`config.mk`:
```
export PLATFORM = sky130hd
export DESIGN_NAME = cart_bus_arbiter_flat
export DESIGN_NICKNAME = d
export VERILOG_FILES = /design/src/rtl/cart_bus_arbiter_if.sv /design/src/rtl/cart_bus_arbiter.sv /design/src/flat_wrapper.sv
export SDC_FILE = /design/constraint.sdc
export NUM_CORES = 1
export LEC_CHECK = 0
export ABC_AREA = 0
export BUFFER_PORTS_ARGS = -buffer_cell sky130_fd_sc_hd__buf_2
export CAP_MARGIN = 20
export CELL_PAD_IN_SITES_DETAIL_PLACEMENT = 1
export CELL_PAD_IN_SITES_GLOBAL_PLACEMENT = 1
export CORE_UTILIZATION = 37
export DETAILED_ROUTE_END_ITERATION = 16
export PLACE_DENSITY = 0.78
export SYNTH_ARGS = -nofsm -noshare
export SYNTH_HDL_FRONTEND = slang
export SYNTH_SLANG_ARGS = --single-unit
```
`constraint.sdc`:
```
create_clock -name hclk -period 2.2 [get_ports hclk]
set_input_delay 0.22 -clock hclk [delete_from_list [all_inputs] [get_ports hclk]]
set_output_delay 0.22 -clock hclk [all_outputs]
set_load 0.03 [all_outputs]
```
`src/rtl/cart_bus_arbiter_if.sv`:
```
// cart_bus_arbiter_if: core, host and physical cart bus signals of the arbiter
interface cart_bus_arbiter_if;
  logic        core_rd, core_wr, core_cs, core_idle, core_pause;
  logic [15:0] core_a;
  logic [7:0]  core_dout, core_din;
  logic        host_req, host_wr, host_busy, host_ack;
  logic [15:0] host_a;
  logic [7:0]  host_wdata, host_rdata;
  logic [15:0] bus_a;
  logic        bus_rd, bus_wr, bus_cs, bus_oe;
  logic [7:0]  bus_dout, bus_din;
  logic        grant_host;
  modport master (
    input  core_rd, core_wr, core_cs, core_idle, core_a, core_dout,
           host_req, host_wr, host_a, host_wdata, bus_din,
    output core_din, core_pause, host_busy, host_ack, host_rdata,
           bus_a, bus_rd, bus_wr, bus_cs, bus_oe, bus_dout, grant_host
  );
  modport slave (
    output core_rd, core_wr, core_cs, core_idle, core_a, core_dout,
           host_req, host_wr, host_a, host_wdata, bus_din,
    input  core_din, core_pause, host_busy, host_ack, host_rdata,
           bus_a, bus_rd, bus_wr, bus_cs, bus_oe, bus_dout, grant_host
  );
endinterface

```
`src/rtl/cart_bus_arbiter.sv`:
```
// cart_bus_arbiter: shares the cart bus between the core and host accesses with a pause handshake
module cart_bus_arbiter #(
  parameter int T_SETUP   = 2,
  parameter int T_STROBE  = 8,
  parameter int T_HOLD    = 2,
  parameter int T_RELEASE = 16
) (
  input logic hclk,
  input logic reset,
  cart_bus_arbiter_if.master io
);
  typedef enum logic [2:0] {CORE, PAUSE_WAIT, H_IDLE, H_SETUP, H_STROBE, H_HOLD} state_t;
  state_t      state_q, state_d;
  logic [7:0]  ph_q, ph_d, wdata_q, wdata_d, rdata_q, rdata_d, din_q, din_d;
  logic [4:0]  rel_q, rel_d;
  logic [15:0] a_q, a_d;
  logic        wr_q, wr_d, drop_q, drop_d;
  logic        grant, acc, ph_end, leave, accept;
  assign grant  = state_q inside {H_IDLE, H_SETUP, H_STROBE, H_HOLD};
  assign acc    = state_q inside {H_SETUP, H_STROBE, H_HOLD};
  assign ph_end = ph_q == (state_q == H_SETUP  ? 8'(T_SETUP - 1) :
                           state_q == H_STROBE ? 8'(T_STROBE - 1) : 8'(T_HOLD - 1));
  // once the core wakes up during a grant, hand the bus back at the next idle point
  assign leave  = drop_q | ~io.core_idle;
  assign accept = io.host_req && (state_q == CORE || state_q == H_IDLE);
  always_comb begin
    state_d = state_q;
    ph_d    = acc ? (ph_end ? 8'd0 : ph_q + 8'd1) : 8'd0;
    rel_d   = 5'd0;
    a_d     = accept ? io.host_a : a_q;
    wr_d    = accept ? io.host_wr : wr_q;
    wdata_d = accept ? io.host_wdata : wdata_q;
    rdata_d = rdata_q;
    din_d   = grant ? din_q : io.bus_din;
    drop_d  = grant & leave;
    case (state_q)
      CORE:       state_d = io.host_req ? PAUSE_WAIT : CORE;
      PAUSE_WAIT: state_d = (io.core_idle && !io.core_rd && !io.core_wr) ? H_SETUP : PAUSE_WAIT;
      H_IDLE: begin
        rel_d   = rel_q + 5'd1;
        state_d = leave ? (io.host_req ? PAUSE_WAIT : CORE) :
                  io.host_req ? H_SETUP :
                  rel_q == 5'(T_RELEASE - 1) ? CORE : H_IDLE;
        if (leave || io.host_req) rel_d = 5'd0;
      end
      H_SETUP:  state_d = ph_end ? H_STROBE : H_SETUP;
      H_STROBE: begin
        state_d = ph_end ? H_HOLD : H_STROBE;
        if (ph_end && !wr_q) rdata_d = io.bus_din;
      end
      H_HOLD:   state_d = ph_end ? H_IDLE : H_HOLD;
      default:  state_d = CORE;
    endcase
  end
  always_ff @(posedge hclk or posedge reset) begin
    if (reset) begin
      state_q <= CORE;
      ph_q    <= '0;
      rel_q   <= '0;
      a_q     <= '0;
      wr_q    <= 1'b0;
      wdata_q <= '0;
      rdata_q <= '0;
      din_q   <= '0;
      drop_q  <= 1'b0;
    end else begin
      state_q <= state_d;
      ph_q    <= ph_d;
      rel_q   <= rel_d;
      a_q     <= a_d;
      wr_q    <= wr_d;
      wdata_q <= wdata_d;
      rdata_q <= rdata_d;
      din_q   <= din_d;
      drop_q  <= drop_d;
    end
  end
  assign io.bus_a      = grant ? a_q : io.core_a;
  assign io.bus_cs     = acc ? (a_q[15:13] == 3'b101) : (grant ? 1'b0 : io.core_cs);
  assign io.bus_rd     = grant ? (state_q == H_STROBE && !wr_q) : io.core_rd;
  assign io.bus_wr     = grant ? (state_q == H_STROBE && wr_q) : io.core_wr;
  assign io.bus_dout   = grant ? wdata_q : io.core_dout;
  assign io.bus_oe     = grant ? (acc & wr_q) : io.core_wr;
  assign io.core_din   = grant ? din_q : io.bus_din;
  assign io.core_pause = state_q != CORE;
  assign io.grant_host = grant;
  assign io.host_ack   = state_q == H_HOLD && ph_end;
  assign io.host_busy  = (state_q == PAUSE_WAIT || acc) && !io.host_ack;
  assign io.host_rdata = rdata_q;
endmodule

```
`src/flat_wrapper.sv`:
```
// flat-port wrapper written by rule: the top's interface ports become plain ports
module cart_bus_arbiter_flat 
#(
  parameter int T_SETUP   = 2,
  parameter int T_STROBE  = 8,
  parameter int T_HOLD    = 2,
  parameter int T_RELEASE = 16
)
  (hclk, reset, io_core_rd, io_core_wr, io_core_cs, io_core_idle, io_core_a, io_core_dout, io_host_req, io_host_wr, io_host_a, io_host_wdata, io_bus_din, io_core_din, io_core_pause, io_host_busy, io_host_ack, io_host_rdata, io_bus_a, io_bus_rd, io_bus_wr, io_bus_cs, io_bus_oe, io_bus_dout, io_grant_host);
  cart_bus_arbiter_if io_i ();
  input logic hclk;
  input logic reset;
  input wire logic [$bits(io_i.core_rd)-1:0] io_core_rd;
  input wire logic [$bits(io_i.core_wr)-1:0] io_core_wr;
  input wire logic [$bits(io_i.core_cs)-1:0] io_core_cs;
  input wire logic [$bits(io_i.core_idle)-1:0] io_core_idle;
  input wire logic [$bits(io_i.core_a)-1:0] io_core_a;
  input wire logic [$bits(io_i.core_dout)-1:0] io_core_dout;
  input wire logic [$bits(io_i.host_req)-1:0] io_host_req;
  input wire logic [$bits(io_i.host_wr)-1:0] io_host_wr;
  input wire logic [$bits(io_i.host_a)-1:0] io_host_a;
  input wire logic [$bits(io_i.host_wdata)-1:0] io_host_wdata;
  input wire logic [$bits(io_i.bus_din)-1:0] io_bus_din;
  output wire logic [$bits(io_i.core_din)-1:0] io_core_din;
  output wire logic [$bits(io_i.core_pause)-1:0] io_core_pause;
  output wire logic [$bits(io_i.host_busy)-1:0] io_host_busy;
  output wire logic [$bits(io_i.host_ack)-1:0] io_host_ack;
  output wire logic [$bits(io_i.host_rdata)-1:0] io_host_rdata;
  output wire logic [$bits(io_i.bus_a)-1:0] io_bus_a;
  output wire logic [$bits(io_i.bus_rd)-1:0] io_bus_rd;
  output wire logic [$bits(io_i.bus_wr)-1:0] io_bus_wr;
  output wire logic [$bits(io_i.bus_cs)-1:0] io_bus_cs;
  output wire logic [$bits(io_i.bus_oe)-1:0] io_bus_oe;
  output wire logic [$bits(io_i.bus_dout)-1:0] io_bus_dout;
  output wire logic [$bits(io_i.grant_host)-1:0] io_grant_host;
  assign io_i.core_rd = io_core_rd;
  assign io_i.core_wr = io_core_wr;
  assign io_i.core_cs = io_core_cs;
  assign io_i.core_idle = io_core_idle;
  assign io_i.core_a = io_core_a;
  assign io_i.core_dout = io_core_dout;
  assign io_i.host_req = io_host_req;
  assign io_i.host_wr = io_host_wr;
  assign io_i.host_a = io_host_a;
  assign io_i.host_wdata = io_host_wdata;
  assign io_i.bus_din = io_bus_din;
  assign io_core_din = io_i.core_din;
  assign io_core_pause = io_i.core_pause;
  assign io_host_busy = io_i.host_busy;
  assign io_host_ack = io_i.host_ack;
  assign io_host_rdata = io_i.host_rdata;
  assign io_bus_a = io_i.bus_a;
  assign io_bus_rd = io_i.bus_rd;
  assign io_bus_wr = io_i.bus_wr;
  assign io_bus_cs = io_i.bus_cs;
  assign io_bus_oe = io_i.bus_oe;
  assign io_bus_dout = io_i.bus_dout;
  assign io_grant_host = io_i.grant_host;
  cart_bus_arbiter #(.T_SETUP(T_SETUP), .T_STROBE(T_STROBE), .T_HOLD(T_HOLD), .T_RELEASE(T_RELEASE)) u_core (.hclk(hclk), .reset(reset), .io(io_i));
endmodule
```
==> results.json <==
{
  "cts_buffers": 9,
  "total_power_mw": 6.08,
  "ys_dominant_reg_cell": "dfrtp_1",
  "drt-vias-per-instance": 4.98,
  "antenna_cells": 0,
  "max_freq_mhz": 465,
  "finalHoldViolations": 0,
  "syn_avg_cell_area_sq_um": 12.7,
  "synth_top_cell_area_share": 0.513,
  "die_y_microns": 89.4,
  "crit_fanout": 7,
  "gr-usage-met3": 0.0886,
  "cts_tree": "yes",
  "use_met2": 0.337,
  "chipWidth_microns": 89.4,
  "ys_ff_latch": 58,
  "yosys_warnings": 0,
  "powerDensity_nw_per_um2": 1560,
  "worstMarginPinSlew_ns": 0.600,
  "fin_cells": 452,
  "drt_wl_total_microns": 7510,
  "vias": 2251,
  "timing.setup.tns_ns": 0,
  "finalSetupViolations": 0,
  "routedWlPerCell_microns": 16.6,
  "gr-usage-all-layers": 0.194,
  "dp.final_hpwl_microns": 5320,
  "ant_nets": 0,
  "cp_data_arrival_time_ns": 1.93,
  "start_util": 0.386,
  "startpoint_type": "flop",
  "final.setup_skew_ns": 0.00681,
  "min_to": "u_core.drop_q",
  "yosysTopAreaCell": "dfrtp_1",
  "yosysSeqAreaShare": 0.513,
  "clock_sinks": 58,
  "synth_area_leaders": "dfrtp_1 51%, mux2_2 23%, mux2_4 4.2%, nor2_1 2.4%, ha_1 1.8%",
  "min_path_cells": 2,
  "grt_pass1_vias": 2290,
  "rows": 31,
  "critical_path_class": "flop to primary output",
  "worstReg2RegEnd": "u_core.io.host_rdata[0]",
  "cap_viol_max_count": 0,
  "drive_above_1_share": 0.603,
  "clkSlewWorstSetupHoldPaths_ns": 0.06,
  "post-route-drc-count": 0,
  "ys_types": 39,
  "core_sq_um": 7330,
  "io_pins": 112,
  "fin_nets": 417,
  "max-slew-margin-rel": 0.599,
  "pre_cts_slack_ns": 0.159,
  "grt_overflow": 0,
  "synth_edf_count": 0,
  "rrSetupSlack_ns": 0.07,
  "p_leak_nw": 1.85,
  "worstPathRequired_ns": 1.98,
  "dieArea_sq_um": 8000,
  "layout_worst_path_cycle_share": 0.978,
  "busiest_layer": "met2",
  "areaGrowthSynthToFinish_pct": 37.7,
  "grt_start_max_net_pins": 33,
  "htreeDepth": 3,
  "cts.path.max_buffers": 2,
  "synth_cells": 222,
  "netlist_area_sq_um": 2830,
  "slew_viol_final": 0,
  "synth-async-reset-ratio": 1.00,
  "io_buffer_count": 111,
  "fin_crit_ns": 2.15,
  "min_from": "io_core_idle",
  "dp_cells": 430,
  "setup_ws_ns": 0.0491,
  "dr.pass1.iters": 4,
  "insertion_delay_ns": 0.33,
  "drt_iter0_drc": 47,
  "root_buffer": "clkbuf_8",
  "use_met1": 0.212,
  "cp-end-kind": "primary output",
  "grt_antenna_before_repair": 0,
  "timing.rr.start": "u_core.ph_q[6]",
  "ir_drop_mv": 0.654,
  "hold_class": "primary input to flop",
  "status": "finished, final reports clean",
  "grt_pass1_wl_microns": 11200,
  "r2r_cells": 5,
  "gp_congestion": 0.816,
  "synth_fp_nets": 290
}
## cell usage after synthesis, types with 3 or more instances
| master | count |
|---|---|
| inv_1 | 7 |
| mux2_2 | 58 |
| mux2_4 | 8 |
| xor2_1 | 3 |
| nor2_1 | 18 |
| and3_1 | 3 |
| nand2_1 | 7 |
| dfrtp_1 | 58 |
| clkbuf_1 | 4 |
| nand3_1 | 4 |
| nand2b_1 | 5 |
| ha_1 | 4 |
| xnor2_1 | 5 |
| o21ai_0 | 5 |
## what timing repair did
| action | in CTS | in global routing |
|---|---|---|
| setup buffers | 2 | 2 |
| gates cloned | 1 | 1 |
| setup endpoints to repair | 35 | 26 |
| pin swaps | 2 | 2 |
| hold buffers | 1 | 0 |
| hold endpoints to repair | 26 | 0 |
| resized for setup | 7 | 18 |
## sequential cells by signal, indices dropped and copies added, names as in the netlist
signal / flops
u_core.din_q: 8
u_core.wr_q: 1
u_core.io.host_rdata: 8
u_core.drop_q: 1
u_core.wdata_q: 8
u_core.rel_q: 5
u_core.ph_q: 8
u_core.a_q: 16
u_core.state_q: 3
## cells in the final DEF (no fill, tap or decap), types with 3 or more instances in the layout
| master | n |
|---|---|
| and3_1 | 3 |
| clkbuf_8 | 12 |
| xnor2_1 | 5 |
| dfrtp_1 | 57 |
| nand2b_1 | 5 |
| buf_4 | 14 |
| xor2_1 | 3 |
| o21ai_0 | 3 |
| mux2_4 | 8 |
| nand3_1 | 4 |
| ha_1 | 3 |
| mux2_2 | 58 |
| buf_12 | 3 |
| inv_1 | 6 |
| nor2_1 | 18 |
| nand2_1 | 7 |
| buf_2 | 103 |
## through the flow
step	hold slack [ns]	area, sq um	util
finish	0.110	3890	0.531
global placement	0.325	3540	0.484
detailed placement	0.330	3540	0.484
floorplan	0.324	2830	-
CTS	0.0899	3820	0.521
global route	0.0786	3890	0.531
## power breakdown
part           internal (mW)  leakage (nW)  switching, mW
logic                   1.54          1.03           1.88
clock network          0.608         0.106          0.403
registers               1.43         0.711          0.223
## worst max path at each step
stage,start,to,slack [ns]
2_1_floorplan,u_core.state_q[1],io_bus_cs,0.01
6_report,u_core.state_q[2],io_core_din[7],0.05
4_1_cts,u_core.state_q[2],io_core_din[7],0.03
5_1_grt,u_core.state_q[2],io_bus_dout[3],-0.01
3_5_place_dp,u_core.ph_q[4],u_core.io.host_rdata[0],0.16
3_3_place_gp,u_core.ph_q[4],u_core.io.host_rdata[3],0.22
## logic make-up after synthesis
group,Yosys count,share of synthesized area
mux,66,0.273
flops,58,0.513
simple gates,55,0.112
buf+inv,16,0.0270
compound gates,15,0.0323
xor+xnor,8,0.0248
fa+ha+maj,4,0.0177
## area by class of cell
type	count	area, sq um
clock buffers	13	169
well taps	99	124
flip-flops and latches	58	1450
fillers	807	3440
clock inverters	2	35.0
multi-input cells	148	1320
repair buffers	125	766
inverters	7	26.3
## critical path, stage by stage, from the launching register on
cell and delay (ns):
dfrtp_1 0.40, buf_6 0.15, ha_4 0.36, buf_12 0.15
mux2_2 0.36, buf_4 0.18
## metal layers
layer,up-vias,share of wire,wire (microns)
met4,0,0.012,88
met2,92,0.53,3950
li1,1032,-,-
met1,1117,0.40,3010
met5,-,0,0
met3,10,0.061,460
Power figures use the tool's default switching activity.
